### config.mk
export PLATFORM = sky130hd
export DESIGN_NAME = ad976_reader
export DESIGN_NICKNAME = d
export VERILOG_FILES = /design/src/rtl/ad976_reader_pkg.sv /design/src/rtl/ad976_reader_busy_sync.sv /design/src/rtl/ad976_reader.sv
export SDC_FILE = /design/constraint.sdc
export NUM_CORES = 1
export LEC_CHECK = 0
export CORE_MARGIN = 5
export CORE_UTILIZATION = 35
export DETAILED_ROUTE_END_ITERATION = 10
export PLACE_DENSITY = 0.68
export SLEW_MARGIN = 20
export SYNTH_ARGS = -nofsm -noshare
export SYNTH_HDL_FRONTEND = slang
export SYNTH_SLANG_ARGS = --single-unit
### constraint.sdc
create_clock -name clk -period 1.65 [get_ports clk]
set_clock_uncertainty 0.1 [all_clocks]
set_input_delay 0.33 -clock clk [delete_from_list [all_inputs] [get_ports clk]]
set_output_delay 0.33 -clock clk [all_outputs]
set_load 0.005 [all_outputs]
### src/rtl/ad976_reader_pkg.sv
// ad976_reader_pkg: shared state encoding, widths and helpers
// for the AD976 read-back path.
package ad976_reader_pkg;

  localparam int CNT_W = 6;
  localparam int AVG_N = 4;
  localparam int ACC_W = 18;

  typedef logic [2:0] state_t;

  localparam state_t IDLE    = 3'd0;
  localparam state_t CONV    = 3'd1;
  localparam state_t WAIT_LO = 3'd2;
  localparam state_t WAIT_HI = 3'd3;
  localparam state_t READ    = 3'd4;
  localparam state_t DONE    = 3'd5;
  localparam state_t ABORT   = 3'd6;

  function automatic logic [ACC_W-1:0] sext16(
    input logic [15:0] v
  );
    return {{(ACC_W-16){v[15]}}, v};
  endfunction

endpackage

### src/rtl/ad976_reader_busy_sync.sv
// ad_busy_sync: two-flop synchronizer for the ADC BUSY line.
// Resets high so an idle ADC reads as not busy.
module ad_busy_sync (
  input  logic clk,
  input  logic rst_n,
  input  logic d_i,
  output logic q_o
);

  logic [1:0] ff_q;

  always_ff @(posedge clk or negedge rst_n) begin
    if (!rst_n) begin
      ff_q <= 2'b11;
    end else begin
      ff_q <= {ff_q[0], d_i};
    end
  end

  assign q_o = ff_q[1];

endmodule

### src/rtl/ad976_reader.sv
// ad976_reader: AD976 convert/wait/read sequencer with sticky status.
// Define AD976_READER_AVG4_EN to average four conversions per start.
module ad976_reader
  import ad976_reader_pkg::*;
#(
  parameter int CONV_PULSE  = 2,
  parameter int RD_CYC      = 2,
  parameter int TIMEOUT_CYC = 32
) (
  input  logic        clk,
  input  logic        rst_n,
  input  logic        start,
  input  logic        clr,
  input  logic        ad_busy_n,
  input  logic [15:0] ad_data,
  output logic        ad_rc_n,
  output logic        ad_cs_n,
  output logic [15:0] rd_data,
  output logic        rdy,
  output logic        busy,
  output logic        timeout,
  output logic        overrun
);

  state_t           state_q, state_d;
  logic [CNT_W-1:0] cnt_q, cnt_d;
  logic [15:0]      cap_q, cap_d;
  logic [15:0]      rd_q, rd_d;
  logic             rc_n_q, cs_n_q, busy_q;
  logic             rdy_q, to_q, ov_q;
  logic             rdy_set, to_set, ov_set;
  logic             busy_s;
  logic             conv_end, read_end, wait_tmo;

  ad_busy_sync u_sync (
    .clk   (clk),
    .rst_n (rst_n),
    .d_i   (ad_busy_n),
    .q_o   (busy_s)
  );

  assign conv_end = cnt_q == CNT_W'(CONV_PULSE - 1);
  assign read_end = cnt_q == CNT_W'(RD_CYC - 1);
  assign wait_tmo = cnt_q == CNT_W'(TIMEOUT_CYC - 1);
  assign ov_set   = start & busy_q;

`ifdef AD976_READER_AVG4_EN
  localparam int SMP_W = $clog2(AVG_N);

  logic [SMP_W-1:0] smp_q, smp_d;
  logic [ACC_W-1:0] acc_q, acc_d, acc_sum;
  logic             last_smp;

  assign acc_sum  = acc_q + sext16(cap_q);
  assign last_smp = smp_q == SMP_W'(AVG_N - 1);

  always_ff @(posedge clk or negedge rst_n) begin
    if (!rst_n) begin
      smp_q <= '0;
      acc_q <= '0;
    end else begin
      smp_q <= smp_d;
      acc_q <= acc_d;
    end
  end
`endif

  always_comb begin
    state_d = state_q;
    cnt_d   = cnt_q;
    cap_d   = cap_q;
    rd_d    = rd_q;
    rdy_set = 1'b0;
    to_set  = 1'b0;
`ifdef AD976_READER_AVG4_EN
    smp_d   = smp_q;
    acc_d   = acc_q;
`endif
    unique case (state_q)
      IDLE: begin
        if (start) begin
          state_d = CONV;
          cnt_d   = '0;
        end
      end
      CONV: begin
        if (conv_end) begin
          state_d = WAIT_LO;
          cnt_d   = '0;
        end else begin
          cnt_d = cnt_q + 1'b1;
        end
      end
      WAIT_LO: begin
        if (!busy_s) begin
          state_d = WAIT_HI;
          cnt_d   = '0;
        end else if (wait_tmo) begin
          state_d = ABORT;
        end else begin
          cnt_d = cnt_q + 1'b1;
        end
      end
      WAIT_HI: begin
        if (busy_s) begin
          state_d = READ;
          cnt_d   = '0;
        end else if (wait_tmo) begin
          state_d = ABORT;
        end else begin
          cnt_d = cnt_q + 1'b1;
        end
      end
      READ: begin
        if (read_end) begin
          cap_d   = ad_data;
          state_d = DONE;
        end else begin
          cnt_d = cnt_q + 1'b1;
        end
      end
      DONE: begin
`ifdef AD976_READER_AVG4_EN
        // Shift of the 18-bit sum floors toward minus infinity.
        if (last_smp) begin
          rd_d    = acc_sum[ACC_W-1:2];
          rdy_set = 1'b1;
          acc_d   = '0;
          smp_d   = '0;
          state_d = IDLE;
        end else begin
          acc_d   = acc_sum;
          smp_d   = smp_q + 1'b1;
          cnt_d   = '0;
          state_d = CONV;
        end
`else
        rd_d    = cap_q;
        rdy_set = 1'b1;
        state_d = IDLE;
`endif
      end
      ABORT: begin
        to_set  = 1'b1;
        state_d = IDLE;
`ifdef AD976_READER_AVG4_EN
        acc_d   = '0;
        smp_d   = '0;
`endif
      end
      default: begin
        state_d = IDLE;
        cnt_d   = '0;
      end
    endcase
  end

  always_ff @(posedge clk or negedge rst_n) begin
    if (!rst_n) begin
      state_q <= IDLE;
      cnt_q   <= '0;
      cap_q   <= '0;
      rd_q    <= '0;
      rc_n_q  <= 1'b1;
      cs_n_q  <= 1'b1;
      busy_q  <= 1'b0;
      rdy_q   <= 1'b0;
      to_q    <= 1'b0;
      ov_q    <= 1'b0;
    end else begin
      state_q <= state_d;
      cnt_q   <= cnt_d;
      cap_q   <= cap_d;
      rd_q    <= rd_d;
      // Decoded from next state so the pins change on the state edge.
      rc_n_q  <= state_d != CONV;
      cs_n_q  <= (state_d != CONV) && (state_d != READ);
      busy_q  <= state_d != IDLE;
      rdy_q   <= rdy_set | (rdy_q & ~clr);
      to_q    <= to_set | (to_q & ~clr);
      ov_q    <= ov_set | (ov_q & ~clr);
    end
  end

  assign ad_rc_n = rc_n_q;
  assign ad_cs_n = cs_n_q;
  assign rd_data = rd_q;
  assign rdy     = rdy_q;
  assign busy    = busy_q;
  assign timeout = to_q;
  assign overrun = ov_q;

endmodule

==> flow_summary.toml <==
[timing]
worstMarginPinSlew_ns = 0.346
finalCriticalPeriod_ns = 1.83
finalSetupViolations = 25
timing.setup.tns_ns = -3.17
post-route-period-util_pct = 111
hold_viol_final = 0
worst_hold_slack_ns = 0.264
setup_ws_ns = -0.179
max_slew_margin_pct = 76.9
finalMaxSlewViolations = 0
rsz0062_at_grt = "true"
fmax_mhz = 547

[floorplanning]
start_util_pct = 35.3
rows = 29
design.core.area_sq_mm = 0.00624
dieHeight_um = 89.4
die_area_sq_mm = 0.00799
io_pins = 43
die_w_um = 89.4

[route]
wl_met1_mm = 2.12
drt_iter0_drc = 61
via_per_inst = 4.71
drtAntennaViolNets = 0
wl_mm = 4.72
wl_met2_mm = 2.31
drt_pass1_iterations = 4
drc = 0
routed.top_layer = "met4"
via_count = 1565
wl_met3_um = 225
wl_per_cell_um = 14.2

[finish]
fillers = 567
drive_gt1_share_pct = 42.0
n_antenna_cell = 0
syn_to_final_growth_pct = 45.9
layout_common_cells = "45 x dfrtp_1, 37 x buf_4, 35 x clkdlybuf4s50_1"
final_core_util_pct = 51.6
design_area_sq_mm = 0.00322
final_common_cell = "dfrtp_1"
ff_latch_area_sq_mm = 0.00123
final_nets = 277
multi_input_comb_area_sq_mm = 0.00102

[critical_path]
start_kind = "flip-flop"
cp_max_fo = 3
crit_arrival_ns = 1.91
worstSetupEndpointType = "flip-flop"
required_ns = 1.73
critPathKind = "reg2reg"

[synth]
synth_edf_count = 0
synthCells = 166
muxShareOfSynthArea_pct = 18.3
synth_compound_area_share_pct = 10.0
ys_async_sr_fraction_pct = 100
yosys_warnings = 0
synthSimpleGateAreaFrac_pct = 11.2
yosys.area_share.xor_xnor_pct = 0.397
netlist_area_sq_mm = 0.00221
ys_dominant_reg_cell = "dfrtp_1"
seq_area_frac_synth_pct = 55.8
postSynthAreaPerCell_sq_um = 13.3
synth_top_family_by_area = "multiplexers"
synth_cell_types = 46
synth_fa_ha_area_share_pct = 1.59
ys_seq_elements = 49
synthesis.nets = 189

[clock_network]
cts.sink_count = 49
ctsHtreeMaxLevel = 2
clkTransAtPathRegs_ns = 0.08
cts_tree = "yes"
cts_root_buf = "clkbuf_8"
clock_latency_ns = 0.30
clockBufferDepth = 2
numCtsBuffers = 5

[power_and_ir_drop]
irDropWorstVdd_mv = 0.531
power.density_mw_per_mm2 = 631
finalPower_uw = 2030
power_leakage_uw = 0.00151

[place]
portBuffers = 42
gp_congestion = 0.912
dp.final_hpwl_mm = 3.25
placed_area_sq_mm = 0.00293

[global_route]
grt_pass1_vias = 1611
grt_overflow = 0
antenna_found_initial = 0
grt_pass1_wl_mm = 7.53
grt_max_degree = 41
grt_usage_pct = 12.3

[outcome]
violations = "negative setup slack"
status = "finished with violations"

[flow_run]
maxCapViolCount = 0

[hold_path]
hp-class = "reg2reg"
==> critical path, stage by stage, from the launching register on <==
cell and delay [ns]:
dfrtp_1 0.42, buf_4 0.16, ha_4 0.16, nand3_4 0.09, nor3b_4 0.06, maj3_1 0.35, nand2_1 0.08, o22ai_2 0.09
a31o_1 0.21
==> worst paths after layout <==
check | startpoint | end | slack (ns) | cells past startpoint
hold / removal | u_sync.ff_q[0] | u_sync.ff_q[1] | 0.26 | 0
min in group asynchronous | rst_n | rdy | 0.32 | 2
max in group asynchronous | rst_n | u_sync.ff_q[1] | 0.58 | 3
setup reg to reg | cnt_q[0] | busy | -0.18 | 8
hold reg to reg | u_sync.ff_q[0] | u_sync.ff_q[1] | 0.26 | 0
setup / recovery | cnt_q[0] | busy | -0.18 | 8
==> power breakdown <==
| group | internal (uW) | switching, uW |
|---|---|---|
| sequential | 1230 | 12.1 |
| clock | 300 | 377 |
| combinational | 74.6 | 40.1 |
| total | 1600 | 429 |
==> synth_stat cells (3+ instances only) <==
| cell | n | area [sq um] |
|---|---|---|
| dfrtp_1 | 45 | 1130 |
| mux2_2 | 23 | 259 |
| nand2_1 | 12 | 45.0 |
| mux2_4 | 9 | 135 |
| o21ai_0 | 9 | 45.0 |
| nor2_1 | 6 | 22.5 |
| buf_2 | 4 | 20.0 |
| dfstp_2 | 4 | 105 |
| inv_1 | 4 | 15.0 |
| a21o_1 | 3 | 22.5 |
| a21oi_1 | 3 | 15.0 |
| nand2b_1 | 3 | 18.8 |
==> layout make-up <==
class | instances | share of cell area [%]
inverter | 4 | 0.466
timing repair buffer | 85 | 24.1
multi-input combinational | 109 | 31.6
tap | 77 | 2.99
sequential | 49 | 38.2
clock buffer | 7 | 2.37
clock inverter | 1 | 0.233
==> metrics by stage <==
step,instances,worst slack [ns]
after detailed placement,310,-0.199
final,332,-0.179
after floorplan,166,-0.0934
after global placement,310,-0.153
after global routing,332,-0.259
after CTS,327,-0.174
==> what timing repair did <==
action	CTS	global route
buffers inserted	6	5
endpoints found under the setup margin	27	30
gates cloned	2	0
hold buffers	1	0
pin swaps	15	6
endpoints found under the hold margin	8	0
gates resized for setup	11	11
==> routing by layer <==
layer / track usage, % / up-vias
met3: 3.78 / 6
met2: 19.1 / 36
met5: 0 / -
met1: 16.6 / 759
li1: - / 764
met4: 3.65 / 0
==> logic make-up (layout without fill, tap and decap cells) <==
family,count (synthesis),in the layout
AO/OA/AOI/OAI,30,30
buffers and inverters,10,97
flip-flops,49,49
XOR/XNOR,1,1
multiplexers,33,33
adder cells (fa/ha/maj),3,3
AND/OR/NAND/NOR,40,42
==> flip-flops by register name, indices dropped and copies added (netlist names) <==
signal	cells
ad_rc_n	1
cnt_q	6
rd_data	16
rdy	1
busy	1
cap_q	16
state_q	3
overrun	1
ad_cs_n	1
u_sync.ff_q	2
timeout	1
Power figures use the tool's default switching activity.
==> patch 1 (config.mk and constraints unchanged) <==
Build with the macro `AD976_READER_AVG4_EN` defined.
--- a/src/rtl/ad976_reader.sv
+++ b/src/rtl/ad976_reader.sv
@@ -1,4 +1,6 @@
 // ad976_reader: AD976 convert/wait/read sequencer with sticky status.
 // Define AD976_READER_AVG4_EN to average four conversions per start.
+`define AD976_READER_AVG4_EN
+
 module ad976_reader
   import ad976_reader_pkg::*;
Check against the original RTL: not equivalent (a bounded check fails within 10 cycles, from zero or initial values and one cycle with rst_n low).
==> patch 1 against the unedited design <==
The flow still finishes with violations (negative setup slack); wire length up 130%; sequential cell count grew 20; power grew to 4.6 times the old value; synthesized area grew 70%; design area up 89%; hold slack lost 0.0070 ns; maximum frequency shrank 26%; worst setup slack worse by 0.66 ns; critical endpoint is now acc_q[10]; highest routed layer unchanged.
==> patch 1: results (changes against the unedited design) <==
met1 global-route usage 0.200 (was 0.166); grt met3 use 0.0382 (was 0.0378); clock root buffer clkbuf_8 (unchanged); Synth top cells by count 65 x dfrtp_1, 55 x nand2_1, 35 x o21ai_0, 23 x a21oi_1, 20 x ha_1 (was 45 x dfrtp_1, 23 x mux2_2, 12 x nand2_1, 9 x mux2_4, 9 x o21ai_0); failing checks negative setup slack (unchanged); Slowest Stage Delay on Critical Path 0.39 ns (was 0.42 ns); vias in the first global route 3622 (was 1611); share of cells above drive strength 1 0.439 (was 0.420); VDD IR max 0.652 mV (was 0.531 mV); Clock group 1.44 mW (was 0.678 mW); M1 wire length 4570 um (was 2120 um); cts repair resizes 76 (was 11); H-Tree Depth 3 (was 2); sequential area share after synthesis 0.461 (was 0.558); Syn Nets 420 (was 189); Psw 3.42 mW (was 0.429 mW); via count 3488 (was 1565); critical path's slowest cell dfrtp_1 (unchanged); wire per inst 16.0 um (was 14.2 um); worst-margin pin slew 0.413 ns (was 0.346 ns); Post-layout nets 586 (was 277); Arr. time, crit path 2.62 ns (was 1.91 ns); share of the synthesized area in the top cell type 0.433 (was 0.510); detailed-placement wirelength estimate 7010 um (was 3250 um); Total GRT Usage 0.163 (was 0.123); Post-Synth Adder-Cell Area 0.0746 (was 0.0159); clk buf depth 2 (unchanged); Global Route met2 Usage 0.285 (was 0.191); final worst slack -0.837 ns (was -0.179 ns); GP Congestion 0.854 (was 0.912); Compound-Gate Fraction of Synth Area 0.201 (was 0.100); Seq power 2.64 mW (was 1.24 mW); status finished with violations (unchanged); Synth area leaders dfrtp_1 43%, ha_1 6.7%, nand2_1 5.5%, mux2_2 5.4%, o21ai_0 4.7% (was dfrtp_1 51%, mux2_2 12%, mux2_4 6.1%, dfstp_2 4.8%, o21ai_0 2.0%); mux contribution to synthesized area 0.0539 (was 0.183); Port Buffers 42 (unchanged); Crit path max-delay family compound AO/OA/AOI/OAI gates (was adder cells); Num CTS Buffers 9 (was 5); Ant. Diodes 0 (unchanged); met2 WL 5730 um (was 2310 um); Final TNS setup -22.26 ns (was -3.17 ns); post-synth cell types 57 (was 46); Skew-Pair Late Insertion Delay 0.35 ns (was 0.30 ns); DR iter-0 viols 135 (was 61); async set or reset register ratio after synthesis 1.00 (unchanged); first-pass GRT wire length 16900 um (was 7530 um); Synth Area in XOR/XNOR 0.0366 (was 0.00397); Setup violations, final 55 (was 25); Pleak 2.92 nW (was 1.51 nW); Post-CTS Setup Repair Bufs 21 (was 6); routed wl met3 406 um (was 225 um)
[patch 1: final timing paths]
kind / cells after the start / slack (ns) / start / end
max: 9 / -0.84 / acc_q[0] / acc_q[10]
min: 0 / 0.26 / u_sync.ff_q[0] / u_sync.ff_q[1]
max reg2reg: 9 / -0.84 / acc_q[0] / acc_q[10]
min reg2reg: 0 / 0.26 / u_sync.ff_q[0] / u_sync.ff_q[1]
max in group asynchronous: 3 / 0.70 / rst_n / u_sync.ff_q[0]
min in group asynchronous: 3 / 0.43 / rst_n / rd_data[11]
[patch 1: logic make-up after synthesis]
| family | after synthesis |
|---|---|
| flip-flops | 69 |
| AND/OR/NAND/NOR | 115 |
| multiplexers | 18 |
| AO/OA/AOI/OAI | 116 |
| buffers and inverters | 24 |
| adder cells (fa/ha/maj) | 22 |
| XOR/XNOR | 14 |
[patch 1: through the flow]
step	setup WS, ns	instance area [um2]	cells	hold slack (ns)	power, mW
after global routing	-0.908	6070	685	0.255	9.88
after floorplan	-0.682	3900	378	-0.0656	4.72
after CTS	-0.749	5740	675	0.255	8.62
final	-0.837	6070	685	0.257	9.30
after detailed placement	-0.819	5120	637	0.248	6.54
after global placement	-0.786	5120	637	0.247	6.41
[patch 1: layout make-up]
type                            instances  area, um2
Clock buffer                           13        159
Inverter                               11       41.3
Timing Repair Buffer                  168       1470
Fill cell                             846       4340
Sequential cell                        69       1740
Clock inverter                          3       43.8
Multi-Input combinational cell        285       2450
Tap cell                              136        170
[patch 1: worst register-to-register path, stage by stage (launching register included)]
cell and delay (ns):
dfrtp_1 0.39, ha_2 0.19, fa_2 0.35, a21o_1 0.21, a221o_1 0.36, buf_4 0.16
buf_6 0.12, a211oi_4 0.27, xnor2_2 0.15, o21ai_1 0.09
==> patch 2 (same flow settings) <==
Made on the original files. Register the output `timeout` once more, cleared by the reset; this adds one clock of latency there. The other outputs are not delayed to match.
--- a/src/rtl/ad976_reader.sv
+++ b/src/rtl/ad976_reader.sv
@@ -188,5 +188,11 @@
   assign rdy     = rdy_q;
   assign busy    = busy_q;
-  assign timeout = to_q;
+  always_ff @(posedge clk or negedge rst_n) begin
+    if (!rst_n) begin
+      timeout <= '0;
+    end else begin
+      timeout <= to_q;
+    end
+  end
   assign overrun = ov_q;
 
Behaviour: no difference found for any inputs over 10 cycles, from zero or initial values and one cycle with rst_n low; that may be too few to reach the edited logic, so the function may still have changed.
==> patch 2 against the unedited design <==
The run still ends with negative setup slack left; via count is 3.8% higher; wire length is 9.2% higher; power rose by 6.7%; sequential cell count increased by 1; synthesized area is 1.1% higher; design area is 2.8% higher; hold slack better by 0.011 ns; worst setup slack got worse by 0.093 ns; core utilization increased by 1.2 points; largest power group unchanged; non-clock buffer count down 3; final cell count fell by 0.60%; critical path type unchanged.
==> patch 2: results (changes against the unedited design) <==
status finished with violations (unchanged); failing checks negative setup slack (unchanged); TritonRoute pass-1 iters 5 (was 4); Setup violations, final 25 (unchanged); detailed-placement wirelength estimate 3220 um (was 3250 um); H-Tree Depth 2 (unchanged); clock root buffer clkbuf_8 (unchanged); critical path's slowest cell dfrtp_1 (unchanged); Most used DFF post-synth dfrtp_1 (unchanged); placed cell area 2940 um2 (was 2930 um2); Port Buffers 42 (unchanged); Syn Nets 190 (was 189); share of cells above drive strength 1 0.458 (was 0.420); Num CTS Buffers 5 (unchanged); final worst slack -0.272 ns (was -0.179 ns); GP Congestion 0.825 (was 0.912); CP Max Fanout 5 (was 3); post-synth cell types 46 (unchanged); async set or reset register ratio after synthesis 1.00 (unchanged); pin count of the biggest net entering global routing 51 (was 41); clk buf depth 2 (unchanged); detailed-route DRC error count 0 (unchanged); wire per inst 15.6 um (was 14.2 um); DR iter-0 viols 108 (was 61); Ant. Diodes 0 (unchanged); Slowest Stage Delay on Critical Path 0.40 ns (was 0.42 ns); Pleak 1.53 nW (was 1.51 nW); HP Class reg2reg (unchanged); first-pass GRT wire length 8430 um (was 7530 um); Arr. time, crit path 2.02 ns (was 1.91 ns); Synth area leaders dfrtp_1 52%, mux2_2 12%, mux2_4 6.1%, dfstp_2 4.7%, o21ai_0 2.0% (was dfrtp_1 51%, mux2_2 12%, mux2_4 6.1%, dfstp_2 4.8%, o21ai_0 2.0%); Synth top cells by count 46 x dfrtp_1, 23 x mux2_2, 12 x nand2_1, 9 x mux2_4, 9 x o21ai_0 (was 45 x dfrtp_1, 23 x mux2_2, 12 x nand2_1, 9 x mux2_4, 9 x o21ai_0); Skew-Pair Late Insertion Delay 0.31 ns; internal power 1.71 mW (was 1.60 mW); Post-layout nets 275 (was 277); vias in the first global route 1714 (was 1611); Total GRT Usage 0.127 (was 0.123); via count 1624 (was 1565); Slew HR 0.750 (was 0.769); yosys warns 0 (unchanged); antenna violations before repair 0 (unchanged); VDD IR max 0.388 mV (was 0.531 mV); clk slew on worst S/H paths 0.09 ns; sequential area share after synthesis 0.563 (was 0.558)
-- patch 2: logic make-up (layout without fill, tap and decap cells) --
family / after synthesis / in the layout / share of synthesized area
flip-flops: 50 / 50 / 0.563
adder cells (fa/ha/maj): 3 / 3 / 0.0157
AND/OR/NAND/NOR: 40 / 42 / 0.111
AO/OA/AOI/OAI: 30 / 30 / 0.0993
buffers and inverters: 10 / 94 / 0.0258
multiplexers: 33 / 33 / 0.181
XOR/XNOR: 1 / 1 / 0.00393
-- patch 2: path summary, 6_finish.rpt --
path | startpoint | to | cells after the start
max | cnt_q[1] | cap_q[9] | 8
min | u_sync.ff_q[0] | u_sync.ff_q[1] | 0
max reg2reg | cnt_q[1] | cap_q[9] | 8
min reg2reg | u_sync.ff_q[0] | u_sync.ff_q[1] | 0
max in group asynchronous | rst_n | ad_cs_n | 3
min in group asynchronous | rst_n | rd_data[2] | 3
-- patch 2: area by class of cell --
type / instances / area (um2)
fill: 533 / 2970
sequential: 50 / 1260
clock inverter: 1 / 8.76
tap: 77 / 96.3
clock buffer: 7 / 96.3
timing repair buffer: 82 / 751
inverter: 4 / 15.0
multi-input combinational: 109 / 1080
-- patch 2: power by group through the flow --
stage / registers, mW / clock network [mW] / logic [mW]
3_5_place_dp: 1.29 / 0 / 0.115
4_1_cts: 1.26 / 0.813 / 0.118
5_1_grt: 1.27 / 0.873 / 0.128
6_report: 1.26 / 0.789 / 0.115
3_3_place_gp: 1.29 / 0 / 0.114
2_1_floorplan: 1.28 / 0 / 0.0290
-- patch 2: metrics by stage --
stage / TNS (ns) / util / std cells / hold slack (ns) / setup WS, ns
after floorplan: -1.04 / - / 167 / -0.0656 / -0.0934
after global placement: -2.98 / 0.468 / 309 / 0.236 / -0.173
after detailed placement: -4.06 / 0.468 / 309 / 0.240 / -0.225
after CTS: -3.71 / 0.504 / 326 / 0.280 / -0.185
after global routing: -6.91 / 0.527 / 330 / 0.284 / -0.329
final: -5.20 / 0.527 / 330 / 0.275 / -0.272
-- patch 2: per-layer routing --
layer	wire length, um	vias up	share of wire	global-route usage
li1	-	762	-	-
met1	2220	791	0.43	0.168
met2	2560	57	0.50	0.195
met3	242	14	0.047	0.0250
met4	138	0	0.027	0.0668
met5	0	-	0	0
-- patch 2: worst max-delay path: cells and delay by family (launching register included) --
kind / cells / cell delay [ns]
adder cells (fa/ha/maj): 1 / 0.13
buffers and inverters: 2 / 0.26
AND/OR/NAND/NOR: 4 / 0.61
flip-flops: 1 / 0.40
multiplexers: 1 / 0.32
-- patch 2: what timing repair did --
action | CTS | global route
setup endpoints to repair | 27 | 31
cloned | 2 | 0
pin swaps | 16 | 16
gates resized for setup | 11 | 27
setup buffers | 6 | 6
hold buffers | 1 | 0
endpoints found under the hold margin | 46 | 0
